**src/rtl/fsm_mon_pkg.sv**
```systemverilog
// rtl/fsm_mon_pkg.sv - shared types and legal-transition lookup for the FSM watch monitor
package fsm_mon_pkg;

    typedef enum logic [1:0] {
        ERR_NONE    = 2'd0,
        ERR_TIMEOUT = 2'd1,
        ERR_ILLEGAL = 2'd2,
        ERR_BOTH    = 2'd3
    } err_code_e;

    typedef enum logic [1:0] {
        DISARMED = 2'd0,
        ARM      = 2'd1,
        WATCH    = 2'd2
    } chan_st_e;

    // Maps are zero-extended to this size so one lookup serves any STATE_W up to MAX_SW.
    localparam int MAX_SW    = 6;
    localparam int MAP_IDX_W = 2 * MAX_SW;
    localparam int MAP_MAX   = 1 << MAP_IDX_W;

    function automatic logic legal(input logic [MAP_MAX-1:0] map,
                                   input logic [MAX_SW-1:0]  from,
                                   input logic [MAX_SW-1:0]  to,
                                   input int unsigned        state_w);
        logic [MAP_IDX_W-1:0] idx;
        idx = (MAP_IDX_W'(from) << state_w) | MAP_IDX_W'(to);
        return (from == to) || map[idx];
    endfunction

endpackage

```
**src/rtl/fsm_mon_channel.sv**
```systemverilog
// rtl/fsm_mon_channel.sv - one monitored FSM: arm/watch control, dwell tracking, event detect
module fsm_mon_channel
    import fsm_mon_pkg::*;
#(
    parameter int STATE_W    = 4,
    parameter int TIMEOUT    = 16,
    parameter int IDLE_STATE = 0,
    parameter logic [(2**STATE_W)*(2**STATE_W)-1:0] LEGAL_MAP = '1
) (
    input  logic               clk,
    input  logic               rst_n,
    input  logic               enable_i,
    input  logic [STATE_W-1:0] state_i,
    output logic               timeout_evt_o,
    output logic               illegal_evt_o
);

    localparam int DW = $clog2(TIMEOUT + 1);
    localparam logic [MAP_MAX-1:0] MAP_EXT = MAP_MAX'(LEGAL_MAP);
    localparam logic [DW-1:0] TO_MAX = DW'(TIMEOUT);
    localparam logic [DW-1:0] TO_PRE = DW'(TIMEOUT - 1);
    localparam logic [STATE_W-1:0] IDLE = STATE_W'(IDLE_STATE);

    chan_st_e           state_q, state_d;
    logic [STATE_W-1:0] prev_q, prev_d;
    logic [DW-1:0]      dwell_q, dwell_d;
    logic               changed;

    always_ff @(posedge clk or negedge rst_n) begin
        if (!rst_n) begin
            state_q <= DISARMED;
            prev_q  <= '0;
            dwell_q <= '0;
        end else begin
            state_q <= state_d;
            prev_q  <= prev_d;
            dwell_q <= dwell_d;
        end
    end

    always_comb begin
        state_d = state_q;
        if (!enable_i) begin
            state_d = DISARMED;
        end else begin
            case (state_q)
                DISARMED: state_d = ARM;
                ARM:      state_d = WATCH;
                WATCH:    state_d = WATCH;
                default:  state_d = DISARMED;
            endcase
        end
    end

    // Dwell saturates at TIMEOUT so the lock-up event fires once per stay in a state.
    always_comb begin
        prev_d        = prev_q;
        dwell_d       = dwell_q;
        timeout_evt_o = 1'b0;
        illegal_evt_o = 1'b0;
        changed       = (state_i != prev_q);
        if (enable_i) begin
            case (state_q)
                ARM: begin
                    prev_d  = state_i;
                    dwell_d = '0;
                end
                WATCH: begin
                    prev_d = state_i;
                    if (changed) begin
                        dwell_d       = '0;
                        illegal_evt_o = !legal(MAP_EXT, MAX_SW'(prev_q), MAX_SW'(state_i), STATE_W);
                    end else if (dwell_q != TO_MAX) begin
                        dwell_d       = dwell_q + DW'(1);
                        timeout_evt_o = (dwell_q == TO_PRE) && (prev_q != IDLE);
                    end
                end
                default: ;
            endcase
        end
    end

endmodule

```
**src/rtl/fsm_watch_monitor.sv**
```systemverilog
// rtl/fsm_watch_monitor.sv - multi-channel FSM health monitor with serialised error reports
module fsm_watch_monitor
    import fsm_mon_pkg::*;
#(
    parameter int N_CH       = 4,
    parameter int STATE_W    = 4,
    parameter int TIMEOUT    = 16,
    parameter int IDLE_STATE = 0,
    parameter logic [(2**STATE_W)*(2**STATE_W)-1:0] LEGAL_MAP = '1,
    parameter int ERR_CNT_W  = 8,
    localparam int CH_W      = (N_CH > 1) ? $clog2(N_CH) : 1
) (
    input  logic                      clk,
    input  logic                      rst_n,
    input  logic                      enable_i,
    input  logic                      clear_i,
    input  logic [N_CH*STATE_W-1:0]   state_i,
    output logic [N_CH-1:0]           timeout_o,
    output logic [N_CH-1:0]           illegal_o,
    output logic                      err_valid_o,
    output logic [CH_W-1:0]           err_ch_o,
    output logic [1:0]                err_code_o,
    output logic [ERR_CNT_W-1:0]      err_cnt_o
);

    localparam int SUM_W = ERR_CNT_W + $clog2(N_CH + 1);
    localparam logic [SUM_W-1:0] CNT_MAX = SUM_W'({ERR_CNT_W{1'b1}});

    logic [N_CH-1:0]       evt_to, evt_ill, evt_any;
    logic [N_CH-1:0][1:0]  evt_code;

    logic [N_CH-1:0]       timeout_q, timeout_d;
    logic [N_CH-1:0]       illegal_q, illegal_d;
    logic [N_CH-1:0]       pend_q, pend_d;
    logic [N_CH-1:0][1:0]  code_q, code_d;
    logic                  valid_q, valid_d;
    logic [CH_W-1:0]       ch_q, ch_d;
    err_code_e             rcode_q, rcode_d;
    logic [ERR_CNT_W-1:0]  cnt_q, cnt_d;

    logic                  found;
    logic [CH_W-1:0]       sel;
    logic [SUM_W-1:0]      sum;

    for (genvar c = 0; c < N_CH; c++) begin : g_ch
        fsm_mon_channel #(
            .STATE_W    (STATE_W),
            .TIMEOUT    (TIMEOUT),
            .IDLE_STATE (IDLE_STATE),
            .LEGAL_MAP  (LEGAL_MAP)
        ) u_chan (
            .clk           (clk),
            .rst_n         (rst_n),
            .enable_i      (enable_i),
            .state_i       (state_i[c*STATE_W +: STATE_W]),
            .timeout_evt_o (evt_to[c]),
            .illegal_evt_o (evt_ill[c])
        );
        assign evt_code[c] = {evt_ill[c], evt_to[c]};
    end

    assign evt_any = evt_to | evt_ill;

    always_comb begin
        found = 1'b0;
        sel   = '0;
        for (int c = N_CH - 1; c >= 0; c--) begin
            if (pend_q[c]) begin
                found = 1'b1;
                sel   = CH_W'(c);
            end
        end
    end

    // The selected report drains its pending bit; a same-cycle event starts a fresh code.
    always_comb begin
        pend_d = '0;
        code_d = '0;
        for (int c = 0; c < N_CH; c++) begin
            if (pend_q[c] && !clear_i && !(found && sel == CH_W'(c))) begin
                pend_d[c] = 1'b1;
                code_d[c] = code_q[c] | evt_code[c];
            end else begin
                pend_d[c] = evt_any[c];
                code_d[c] = evt_code[c];
            end
        end
        timeout_d = (clear_i ? '0 : timeout_q) | evt_to;
        illegal_d = (clear_i ? '0 : illegal_q) | evt_ill;
        sum = clear_i ? '0 : SUM_W'(cnt_q);
        for (int c = 0; c < N_CH; c++) begin
            sum = sum + SUM_W'(evt_any[c]);
        end
        cnt_d   = (sum > CNT_MAX) ? {ERR_CNT_W{1'b1}} : sum[ERR_CNT_W-1:0];
        valid_d = found;
        ch_d    = found ? sel : '0;
        rcode_d = found ? err_code_e'(code_q[sel]) : ERR_NONE;
    end

    always_ff @(posedge clk or negedge rst_n) begin
        if (!rst_n) begin
            timeout_q <= '0;
            illegal_q <= '0;
            pend_q    <= '0;
            code_q    <= '0;
            valid_q   <= 1'b0;
            ch_q      <= '0;
            rcode_q   <= ERR_NONE;
            cnt_q     <= '0;
        end else begin
            timeout_q <= timeout_d;
            illegal_q <= illegal_d;
            pend_q    <= pend_d;
            code_q    <= code_d;
            valid_q   <= valid_d;
            ch_q      <= ch_d;
            rcode_q   <= rcode_d;
            cnt_q     <= cnt_d;
        end
    end

    assign timeout_o   = timeout_q;
    assign illegal_o   = illegal_q;
    assign err_valid_o = valid_q;
    assign err_ch_o    = ch_q;
    assign err_code_o  = rcode_q;
    assign err_cnt_o   = cnt_q;

endmodule

```
**config.mk**
```make
export PLATFORM = sky130hd
export DESIGN_NAME = fsm_watch_monitor
export DESIGN_NICKNAME = d
export VERILOG_FILES = /design/src/rtl/fsm_mon_pkg.sv /design/src/rtl/fsm_mon_channel.sv /design/src/rtl/fsm_watch_monitor.sv
export SDC_FILE = /design/constraint.sdc
export NUM_CORES = 1
export LEC_CHECK = 0
export CAP_MARGIN = 20
export CORE_MARGIN = 3
export CORE_UTILIZATION = 51
export CTS_CLUSTER_SIZE = 14
export DETAILED_ROUTE_END_ITERATION = 7
export PLACE_DENSITY = 0.77
export SLEW_MARGIN = 10
export SYNTH_ARGS = -nofsm -noshare
export SYNTH_HDL_FRONTEND = slang
export SYNTH_SLANG_ARGS = --single-unit
export TNS_END_PERCENT = 30
```
**constraint.sdc**
```tcl
create_clock -name clk -period 3 [get_ports clk]
set_input_delay 0.45 -clock clk [delete_from_list [all_inputs] [get_ports clk]]
set_output_delay 0.45 -clock clk [all_outputs]
set_load 0.02 [all_outputs]
```
==> impl_metrics.ini <==
[synthesis]
synth_cell_type_count = 54
yosysSeqAreaShare_pct = 48.1
synth_area_sq_um = 3540
ys_seq_elements = 68
yosysWarningCount = 0
synthCells = 318
syn_area_per_cell_sq_um = 11.1

[cts]
cts_root_buf = clkbuf_8
insertion_delay_ns = 0.34
cts_max_level = 3
cts-hold-fix-buffers = 0
cts_inserted_buffers = 9
clk_pin_slew_ns = 0.08
cts_tree = done
clockBufferDepth = 2
clock_sinks = 68

[detailed_routing]
vias = 2668
drc = 0
dr.max_layer_used = met4
post_drt_via_cell_ratio = 5.43
drtIter0Drc = 94
dr_wl_met2_um = 3670
first_pass_iters = 4
drt-met1-wl_um = 3300
routed_wl_um = 7360
route.met3.wl_um = 277
detail-route-antenna-nets = 0
wl_per_cell_um = 15.0

[die]
die_width_um = 89.3
rows = 29
die_h_um = 89.3
io-pin-count = 41
dieArea_sq_um = 7970
core_area_sq_um = 6530
start_util_pct = 54.1

[cells_and_area]
nets = 453
drive_above_1_share_pct = 27.8
area_growth_pct = 30.6
diodes = 0
final_common_cell = dfrtp_1
nFillCells = 482
layout_common_cells = dfrtp_1 (68), buf_4 (42), clkdlybuf4s50_1 (34), inv_1 (30), nand2_1 (20)

[sta]
slew_headroom_pct = 60.9
hold_viol = 0
post-route-min-period_ns = 3.05
clock_skew_ns = 0.0105
tightest_slew_ns = 0.580
slew_viol_final = 0
setup_ws_ns = -0.0468
finalSetupViolCount = 8
clock.fmax_mhz = 328
fin_crit_sh_pct = 102
rsz0062_at_grt = true

[critical_path]
end_kind = flop
cp.required_ns = 3.22
worstReg2RegStart = g_ch[2].u_chan.dwell_q[1]
arrival_ns = 3.27
startpoint_type = flop
crit_fanout = 6
reg2reg_to = err_cnt_o[4]
rrSetupSlack_ns = -0.05
rr_worst_depth = 15
path_class = reg -> reg

[place]
post-place-ws_ns = -0.400
io_buffers = 35
gp_congestion = 0.798
dp_hpwl_um = 5140

[run_status]
violations = negative setup slack
status = complete, but fails checks

[global_routing]
grt_pass1_vias = 2782
antenna_found_initial = 0
overflow = 0
grtUsageTotal_pct = 20.4
grt_start_max_net_pins = 27
grt_first_pass_wirelength_um = 12500

[pwr]
powerDensity_nw_per_um2 = 540
power_w = 0.00249
vdd_drop_max_mv = 0.508
p_leak_nw = 2.14

[flow_run]
cap_violations = 0

[min_path]
hp-class = in -> async
cells in the mapped netlist, drive strengths merged:
cell type | instances | area share [%]
a211o | 1 | 0.25
a31oi | 3 | 0.53
clkbuf | 1 | 0.11
a221oi | 1 | 0.25
nand3 | 12 | 2.1
a21oi | 3 | 0.42
nor2 | 7 | 0.74
dfrtp | 68 | 48
o311ai | 2 | 0.71
xnor2 | 11 | 3.4
nor3b | 1 | 0.21
nand2b | 3 | 0.53
o22ai | 6 | 1.1
nor4 | 7 | 1.8
o21ba | 1 | 0.28
nor4bb | 2 | 0.57
or4 | 1 | 0.21
inv | 34 | 3.6
nor4b | 1 | 0.25
buf | 7 | 1.4
o2111ai | 1 | 0.25
mux2 | 17 | 5.5
xor2 | 9 | 2.2
mux2i | 3 | 0.85
o21ai | 11 | 1.6
a31o | 1 | 0.25
ha | 21 | 7.4
nor2b | 7 | 1.2
a32oi | 2 | 0.50
clkinv | 4 | 0.42
and3 | 8 | 1.4
nand4b | 3 | 0.74
and2b | 1 | 0.21
fa | 3 | 1.7
nand2 | 23 | 2.5
nor3 | 10 | 1.7
o31ai | 2 | 0.42
a32o | 3 | 0.85
and4bb | 2 | 0.71
and2 | 5 | 0.88
a22o | 3 | 0.74
a21o | 4 | 0.85
nand4 | 2 | 0.35
conb | 1 | 0.11
area by class of cell:
cell class | instances | area (sq um) | share of cell area (%)
inverters | 38 | 143 | 3.09
flip-flops and latches | 68 | 1700 | 36.8
clock buffers | 13 | 169 | 3.66
clock inverters | 3 | 20.0 | 0.433
well taps | 77 | 96.3 | 2.09
repair buffers | 84 | 739 | 16.0
multi-input cells | 208 | 1750 | 37.9
layer usage:
| layer | vias to the layer above | track usage (%) |
|---|---|---|
| met5 | - | 0 |
| met1 | 1320 | 26.6 |
| met2 | 60 | 33.5 |
| met4 | 0 | 8.39 |
| met3 | 10 | 4.06 |
| li1 | 1278 | - |
worst max path at each step:
stage                                          from           end  slack, ns  cells after the start
after global placement                   state_i[3]  err_cnt_o[7]      -0.32                     12
after detailed placement                 state_i[1]  err_cnt_o[7]      -0.40                     12
after floorplan           g_ch[2].u_chan.dwell_q[0]  err_cnt_o[4]       0.01                     15
after global routing      g_ch[2].u_chan.dwell_q[0]  err_cnt_o[2]      -0.19                     15
after CTS                 g_ch[2].u_chan.dwell_q[1]  err_cnt_o[4]      -0.03                     15
final                     g_ch[2].u_chan.dwell_q[1]  err_cnt_o[4]      -0.05                     15
flip-flops by register name, summed over array words and instances, names as in the netlist:
name	cells
code_q	4
err_ch_o	2
err_cnt_o	8
err_code_o	1
err_valid_o	1
g_ch.u_chan.dwell_q	20
g_ch.u_chan.prev_q	16
g_ch.u_chan.state_q	8
pend_q	4
timeout_o	4
repair_timing:
| item | in CTS | in global routing |
|---|---|---|
| setup buffers | 19 | 0 |
| gates resized for setup | 21 | 9 |
| setup endpoints to repair | 8 | 10 |
| gates cloned | 0 | 0 |
| pin swaps | 8 | 9 |
through the flow:
stage	utilization [%]	std cells	setup TNS [ns]	cell area, sq um	hold slack (ns)
6_report	70.7	491	-0.166	4620	0.0426
5_1_grt	70.7	491	-1.41	4620	0.0708
4_1_cts	70.3	492	-0.0851	4590	0.0397
3_5_place_dp	64.3	458	-2.89	4200	0.418
3_3_place_gp	64.3	458	-2.26	4200	0.411
2_1_floorplan	-	322	0	3570	0.154
power by group:
group	switching (W)	internal (W)
Combinational	0.000297	0.000316
Clock	0.000349	0.000367
Sequential	0.000115	0.00105
worst max-delay path: stages (launching register included):
cell and delay [ns]:
dfrtp_1 0.39, ha_2 0.19, and3_4 0.19, ha_4 0.13, nand2_4 0.04, nor3_4 0.21
nand3_2 0.14, inv_2 0.09, fa_1 0.42, inv_2 0.07, fa_2 0.20, inv_2 0.04
fa_2 0.33, and3_4 0.17, nand4_1 0.19, o21ai_1 0.11
cell families (layout without fill, tap and decap cells):
| kind of cell | after synthesis | in the layout | share of synthesized area (%) |
|---|---|---|---|
| adder cells (fa/ha/maj) | 24 | 24 | 9.13 |
| multiplexers | 20 | 20 | 6.37 |
| other | 1 | 5 | 0.106 |
| flip-flops | 68 | 68 | 48.1 |
| AND/OR/NAND/NOR | 95 | 95 | 16.2 |
| buffers and inverters | 46 | 138 | 5.56 |
| XOR/XNOR | 20 | 20 | 5.59 |
| AO/OA/AOI/OAI | 44 | 44 | 8.92 |
(Power assumes the default switching activity.)
